### config.mk
export PLATFORM = sky130hd
export DESIGN_NAME = mem_port_arbiter
export DESIGN_NICKNAME = d
export VERILOG_FILES = /design/src/rtl/mem_port_arbiter.sv
export SDC_FILE = /design/constraint.sdc
export NUM_CORES = 1
export LEC_CHECK = 0
export ABC_CLOCK_PERIOD_IN_PS = 3430
export CAP_MARGIN = 20
export CELL_PAD_IN_SITES_DETAIL_PLACEMENT = 1
export CELL_PAD_IN_SITES_GLOBAL_PLACEMENT = 2
export CORE_ASPECT_RATIO = 0.7
export CORE_MARGIN = 3
export CORE_UTILIZATION = 21
export CTS_CLUSTER_SIZE = 40
export DETAILED_ROUTE_END_ITERATION = 10
export GPL_ROUTABILITY_DRIVEN = 0
export GPL_TIMING_DRIVEN = 0
export PLACE_DENSITY = 0.95
export SLEW_MARGIN = 20
export SYNTH_ARGS = -nofsm -noshare
export SYNTH_HDL_FRONTEND = slang
export SYNTH_SLANG_ARGS = --single-unit
### constraint.sdc
create_clock -name clk -period 3.43 [get_ports clk]
set_clock_uncertainty 0.05 [all_clocks]
set_input_delay 0.686 -clock clk [delete_from_list [all_inputs] [get_ports clk]]
set_output_delay 0.686 -clock clk [all_outputs]
set_load 0.05 [all_outputs]
### src/rtl/mem_port_arbiter.sv
// mem_port_arbiter: shares one data-memory port between the IFU and the LSU.
// A single transaction is in flight at a time. The LSU normally wins
// arbitration. A starvation counter forces an IFU grant after STARVE_LIMIT
// consecutive LSU wins during which the IFU was waiting.
//
// Handshake semantics: a request transfers on a cycle where *_req_valid and
// *_req_ready are both 1. *_req_ready is a combinational function of the
// valids in IDLE and is 0 in every other state. mem_req_valid is held with
// stable fields until mem_req_ready. Responses (*_resp_valid,
// mem_resp_valid) are one-cycle pulses with no back-pressure.
module mem_port_arbiter #(
  parameter int STARVE_LIMIT = 4,
  parameter int RESP_TIMEOUT = 255
) (
  input  logic        clk,
  input  logic        rst,
  input  logic        ifu_req_valid,
  input  logic [63:0] ifu_req_addr,
  output logic        ifu_req_ready,
  output logic        ifu_resp_valid,
  output logic [63:0] ifu_resp_data,
  input  logic        lsu_req_valid,
  input  logic [63:0] lsu_req_addr,
  input  logic        lsu_req_wen,
  input  logic [63:0] lsu_req_wdata,
  input  logic [3:0]  lsu_req_len,
  output logic        lsu_req_ready,
  output logic        lsu_resp_valid,
  output logic [63:0] lsu_resp_data,
  output logic        lsu_resp_err,
  output logic        ifu_resp_err,
  output logic        mem_req_valid,
  output logic [63:0] mem_req_addr,
  output logic        mem_req_wen,
  output logic [63:0] mem_req_wdata,
  output logic [3:0]  mem_req_len,
  input  logic        mem_req_ready,
  input  logic        mem_resp_valid,
  input  logic [63:0] mem_resp_data,
  output logic [1:0]  dbg_state
);

  localparam logic [1:0] S_IDLE  = 2'd0;
  localparam logic [1:0] S_ISSUE = 2'd1;
  localparam logic [1:0] S_WAIT  = 2'd2;
  localparam logic [1:0] S_RESP  = 2'd3;

  localparam logic [3:0] STARVE_MAX = 4'(STARVE_LIMIT);
  localparam logic [7:0] TMO_LAST   = 8'(RESP_TIMEOUT - 1);

  logic [1:0]  state_q, state_d;
  logic [3:0]  starve_q, starve_d;
  logic        owner_lsu_q, owner_lsu_d;
  logic [63:0] addr_q, addr_d;
  logic        wen_q, wen_d;
  logic [63:0] wdata_q, wdata_d;
  logic [3:0]  len_q, len_d;
  logic        err_q, err_d;
  logic [63:0] rdata_q, rdata_d;
  logic [7:0]  tmo_q, tmo_d;

  logic ifu_win, lsu_win, lsu_len_ok, lsu_illegal;
  logic wait_resp, wait_timeout;

  // Arbitration and WAIT exit conditions
  always_comb begin
    lsu_len_ok   = (lsu_req_len == 4'd1) || (lsu_req_len == 4'd2) ||
                   (lsu_req_len == 4'd4) || (lsu_req_len == 4'd8);
    lsu_illegal  = lsu_req_wen && !lsu_len_ok;
    ifu_win      = !rst && (state_q == S_IDLE) && ifu_req_valid &&
                   (!lsu_req_valid || (starve_q == STARVE_MAX));
    lsu_win      = !rst && (state_q == S_IDLE) && lsu_req_valid && !ifu_win;
    wait_resp    = (state_q == S_WAIT) && mem_resp_valid;
    wait_timeout = (state_q == S_WAIT) && !mem_resp_valid && (tmo_q == TMO_LAST);
  end

  // State register
  always_ff @(posedge clk) begin
    if (rst) state_q <= S_IDLE;
    else     state_q <= state_d;
  end

  // Next-state logic; illegal stores skip the backend entirely
  always_comb begin
    state_d = state_q;
    case (state_q)
      S_IDLE: begin
        if (ifu_win)                    state_d = S_ISSUE;
        else if (lsu_win && lsu_illegal) state_d = S_RESP;
        else if (lsu_win)               state_d = S_ISSUE;
      end
      S_ISSUE: if (mem_req_ready)              state_d = S_WAIT;
      S_WAIT:  if (wait_resp || wait_timeout)  state_d = S_RESP;
      default: state_d = S_IDLE;
    endcase
  end

  // Request capture, response capture, timeout and starvation counters
  always_comb begin
    starve_d    = starve_q;
    owner_lsu_d = owner_lsu_q;
    addr_d      = addr_q;
    wen_d       = wen_q;
    wdata_d     = wdata_q;
    len_d       = len_q;
    err_d       = err_q;
    rdata_d     = rdata_q;
    tmo_d       = (state_q == S_WAIT) ? tmo_q + 8'd1 : 8'd0;

    if (state_q == S_IDLE) begin
      if (ifu_win)
        starve_d = 4'd0;
      else if (lsu_win && ifu_req_valid)
        starve_d = (starve_q == 4'hF) ? 4'hF : starve_q + 4'd1;
      else if (!ifu_req_valid)
        starve_d = 4'd0;
    end

    if (ifu_win) begin
      owner_lsu_d = 1'b0;
      addr_d      = ifu_req_addr;
      wen_d       = 1'b0;
      wdata_d     = 64'd0;
      len_d       = 4'd8;
      err_d       = 1'b0;
      rdata_d     = 64'd0;
    end else if (lsu_win) begin
      owner_lsu_d = 1'b1;
      addr_d      = lsu_req_addr;
      wen_d       = lsu_req_wen;
      wdata_d     = lsu_req_wdata;
      len_d       = lsu_req_wen ? lsu_req_len : 4'd8;
      err_d       = lsu_illegal;
      rdata_d     = 64'd0;
    end

    // Stores always return zero data, whatever the backend drives
    if (wait_resp) begin
      rdata_d = wen_q ? 64'd0 : mem_resp_data;
      err_d   = 1'b0;
    end else if (wait_timeout) begin
      rdata_d = 64'd0;
      err_d   = 1'b1;
    end
  end

  // Datapath registers
  always_ff @(posedge clk) begin
    if (rst) begin
      starve_q    <= 4'd0;
      owner_lsu_q <= 1'b0;
      addr_q      <= 64'd0;
      wen_q       <= 1'b0;
      wdata_q     <= 64'd0;
      len_q       <= 4'd0;
      err_q       <= 1'b0;
      rdata_q     <= 64'd0;
      tmo_q       <= 8'd0;
    end else begin
      starve_q    <= starve_d;
      owner_lsu_q <= owner_lsu_d;
      addr_q      <= addr_d;
      wen_q       <= wen_d;
      wdata_q     <= wdata_d;
      len_q       <= len_d;
      err_q       <= err_d;
      rdata_q     <= rdata_d;
      tmo_q       <= tmo_d;
    end
  end

  // Outputs decoded from state and the captured transaction
  always_comb begin
    ifu_req_ready  = ifu_win;
    lsu_req_ready  = lsu_win;
    mem_req_valid  = (state_q == S_ISSUE);
    mem_req_addr   = addr_q;
    mem_req_wen    = wen_q;
    mem_req_wdata  = wdata_q;
    mem_req_len    = len_q;
    ifu_resp_valid = (state_q == S_RESP) && !owner_lsu_q;
    lsu_resp_valid = (state_q == S_RESP) && owner_lsu_q;
    ifu_resp_err   = ifu_resp_valid && err_q;
    lsu_resp_err   = lsu_resp_valid && err_q;
    ifu_resp_data  = owner_lsu_q ? 64'd0 : rdata_q;
    lsu_resp_data  = owner_lsu_q ? rdata_q : 64'd0;
    dbg_state      = state_q;
  end

endmodule

==> impl_metrics.ini <==
[placement]
port_buffers = 536
dp_cells = 2140
pre_cts_slack_ns = -0.612
dpl.hpwl_um = 35900

[global_route]
grt_pass1_vias = 10800
antenna_found_initial = 4
grt_max_degree = 13
grt-ovfl-total = 0
grt_first_pass_wirelength_um = 65700
gr-usage-all-layers_pct = 19.0

[cells_and_area]
fin_cells = 2186
syn_to_final_growth_pct = 75.9
fin_nets = 1896
post_route_cells_drive_above_1_share_pct = 5.74

[critical_path]
timing.critical_path.to_type = primary output
cp_top_family = buffers and inverters
cp_cell_sequence = clkbuf_2 > clkbuf_2 > nor2b_1 > clkdlybuf4s50_1
crit_type = register to primary output
required_ns = 2.69
critical_path.max_fanout = 10
worst_setup_path_start_kind = register
cpPeakStageDelay_ns = 0.72
path_buf_inv = 3
cpMaxStageDelayCell = clkdlybuf4s50_1
cpMostUsedCell = clkbuf_2
critPathArrivalTime_ns = 2.53

[timing]
rsz0062_at_grt = no
fmax_ghz = 0.306
slew-limit-headroom_pct = 36.7
setup_ws_ns = 0.167
drv_slew = 0
period_needed_ns = 3.26
tightestPinTransition_ns = 0.950
fin_crit_sh_pct = 95.1
setup_viol = 0
finalHoldViolCount = 0
setup_tns_ns = 0

[synth]
ys_seq_elements = 213
synth-xor-area-share_pct = 0.684
synth.area.top_cells = dfxtp_1 48%, nand2_1 8.4%, a311oi_1 6.4%
synth_top_area_share_pct = 47.6
synth-compound-area-share_pct = 18.6
syn-num-nets = 1335
yosys.cell_types.count = 42
syn-cell-area_sq_um = 8960
yosysTopAreaCell = dfxtp_1
synth-edff-count = 0
avgSynthCellArea_sq_um = 8.46
synth_common_cells = 213 x dfxtp_1, 201 x nand2_1, 78 x nor2_1
syn-instance-count = 1060
synthMuxAreaShare_pct = 0
synth_top_family_by_area = simple AND/OR/NAND/NOR gates
seq_area_frac_synth_pct = 47.6
synth_warnings = 0
synth_simple_gate_area_share_pct = 26.4
synthAdderAreaFrac_pct = 1.12
async_reset_ff_share_pct = 0
yosysMostFrequentCell = dfxtp_1
synth-main-ff-cell = dfxtp_1

[hold_path]
hold_path_class = register to register

[drt]
drc = 0
viasPerCell = 4.59
wirelength_um = 45300
firstDrtPassIters = 4
num_vias = 10000
drt_iter0_markers = 345
post_drt_wl_per_cell_um = 20.7
ant_nets = 0

[cts]
cts_buffers = 24
ctsHoldBuffers = 0
cts_tree = done
cts-htree-levels = 1
clock_latency_ns = 0.53
cts_sinks = 213
post-cts-setup-buffers = 0
clkTransAtPathRegs_ns = 0.06
clockBufferDepth = 3
ctsRootBufferMaster = clkbuf_16

[pwr]
ir_drop_mv = 0.302
p_per_area_nw_per_um2 = 551
power_mw = 8.68
p_leak_nw = 6.10

[flow_run]
cap_violations = 0

[run_status]
status = finished clean

[floorplan]
dieArea_sq_um = 45200
dieHeight_um = 179
start_util_pct = 21.6
ioPinCount = 537
die_width_um = 253
rows = 62
coreArea_sq_um = 41600
==> cells by family (layout without fill, tap and decap cells) <==
family,Yosys count,count (layout)
compound gates,223,223
xor+xnor,7,7
fa+ha+maj,8,8
buf+inv,106,684
flops,213,213
other cells,0,4
simple gates,503,503
==> path summary, 6_finish.rpt <==
path | from | to | slack [ns] | cells after the start
hold / removal | mem_req_wdata[58]$_SDFFE_PP0P_ | mem_req_wdata[58]$_SDFFE_PP0P_ | 0.40 | 2
setup / recovery | owner_lsu_q$_SDFFE_PP0P_ | ifu_resp_data[61] | 0.17 | 4
setup reg to reg | dbg_state[0]$_SDFFE_PP0P_ | rdata_q[62]$_SDFFE_PP0P_ | 0.94 | 6
hold reg to reg | mem_req_wdata[58]$_SDFFE_PP0P_ | mem_req_wdata[58]$_SDFFE_PP0P_ | 0.40 | 2
==> placed cells by master (no fill, tap or decap), types with 3 or more instances in the layout <==
master	count
clkbuf_2	4
nand3_1	72
and2_1	65
buf_2	37
xor2_1	6
dfxtp_1	213
buf_1	3
and3_1	3
a311oi_1	65
a22o_1	64
nand2b_1	5
nor2b_1	66
nand2_1	201
inv_1	10
clkbuf_8	7
diode_2	4
o21ai_0	5
dlygate4sd2_1	66
clkbuf_16	25
o211ai_1	3
buf_6	7
a21oi_1	73
nor2_1	78
nand4_1	3
clkbuf_1	47
ha_1	8
clkdlybuf4s50_1	466
a211oi_1	3
==> report_power, final <==
| group | switching [mW] | internal [mW] |
|---|---|---|
| Clock | 1.10 | 1.63 |
| Combinational | 2.00 | 1.07 |
| Sequential | 0.167 | 2.73 |
| Total | 3.26 | 5.43 |
==> through the flow <==
stage	area (sq um)	utilization, %	hold slack (ns)
finish	15800	37.9	0.403
global route	15800	37.9	0.423
CTS	15800	37.9	0.406
floorplan	8960	-	0.403
global placement	15000	36.1	0.392
detailed placement	15000	36.1	0.397
==> tightest hold or removal path, cell delays in order, from the launching register on <==
cell,delay [ns]
dfxtp_1,0.31
nand2_1,0.05
a21oi_1,0.05
==> repair_timing <==
action / in CTS / in global routing
pin swaps: 0 / 0
setup endpoints to repair: 71 / 3
gates resized for setup: 79 / 4
cloned: 0 / 0
==> state kept, by name, indices dropped and copies added (netlist names) <==
signal / count
dbg_state: 2
err_q: 1
mem_req_addr: 64
mem_req_len: 4
mem_req_wdata: 64
mem_req_wen: 1
owner_lsu_q: 1
rdata_q: 64
starve_q: 4
tmo_q: 8
==> final cells by class <==
cell class / count / area (sq um)
buffer: 94 / 464
clock buffer: 38 / 744
multi-input combinational: 741 / 4200
sequential: 213 / 4260
antenna: 4 / 10.0
timing repair buffer: 536 / 5290
fill: 4904 / 25800
tap: 544 / 681
clock inverter: 5 / 77.6
inverter: 11 / 41.3
==> layer usage <==
metal  global-route usage (%)  up-vias  part of all wire, %  routed length [um]
li1                         -     4790                    -                   -
met1                     20.3     4825                   38               17000
met2                     36.0      354                   52               23400
met3                     5.21       62                  7.3                3300
met4                     6.55        0                  3.4                1520
met5                        0        -                    0                   0
Power figures use the tool's default switching activity.
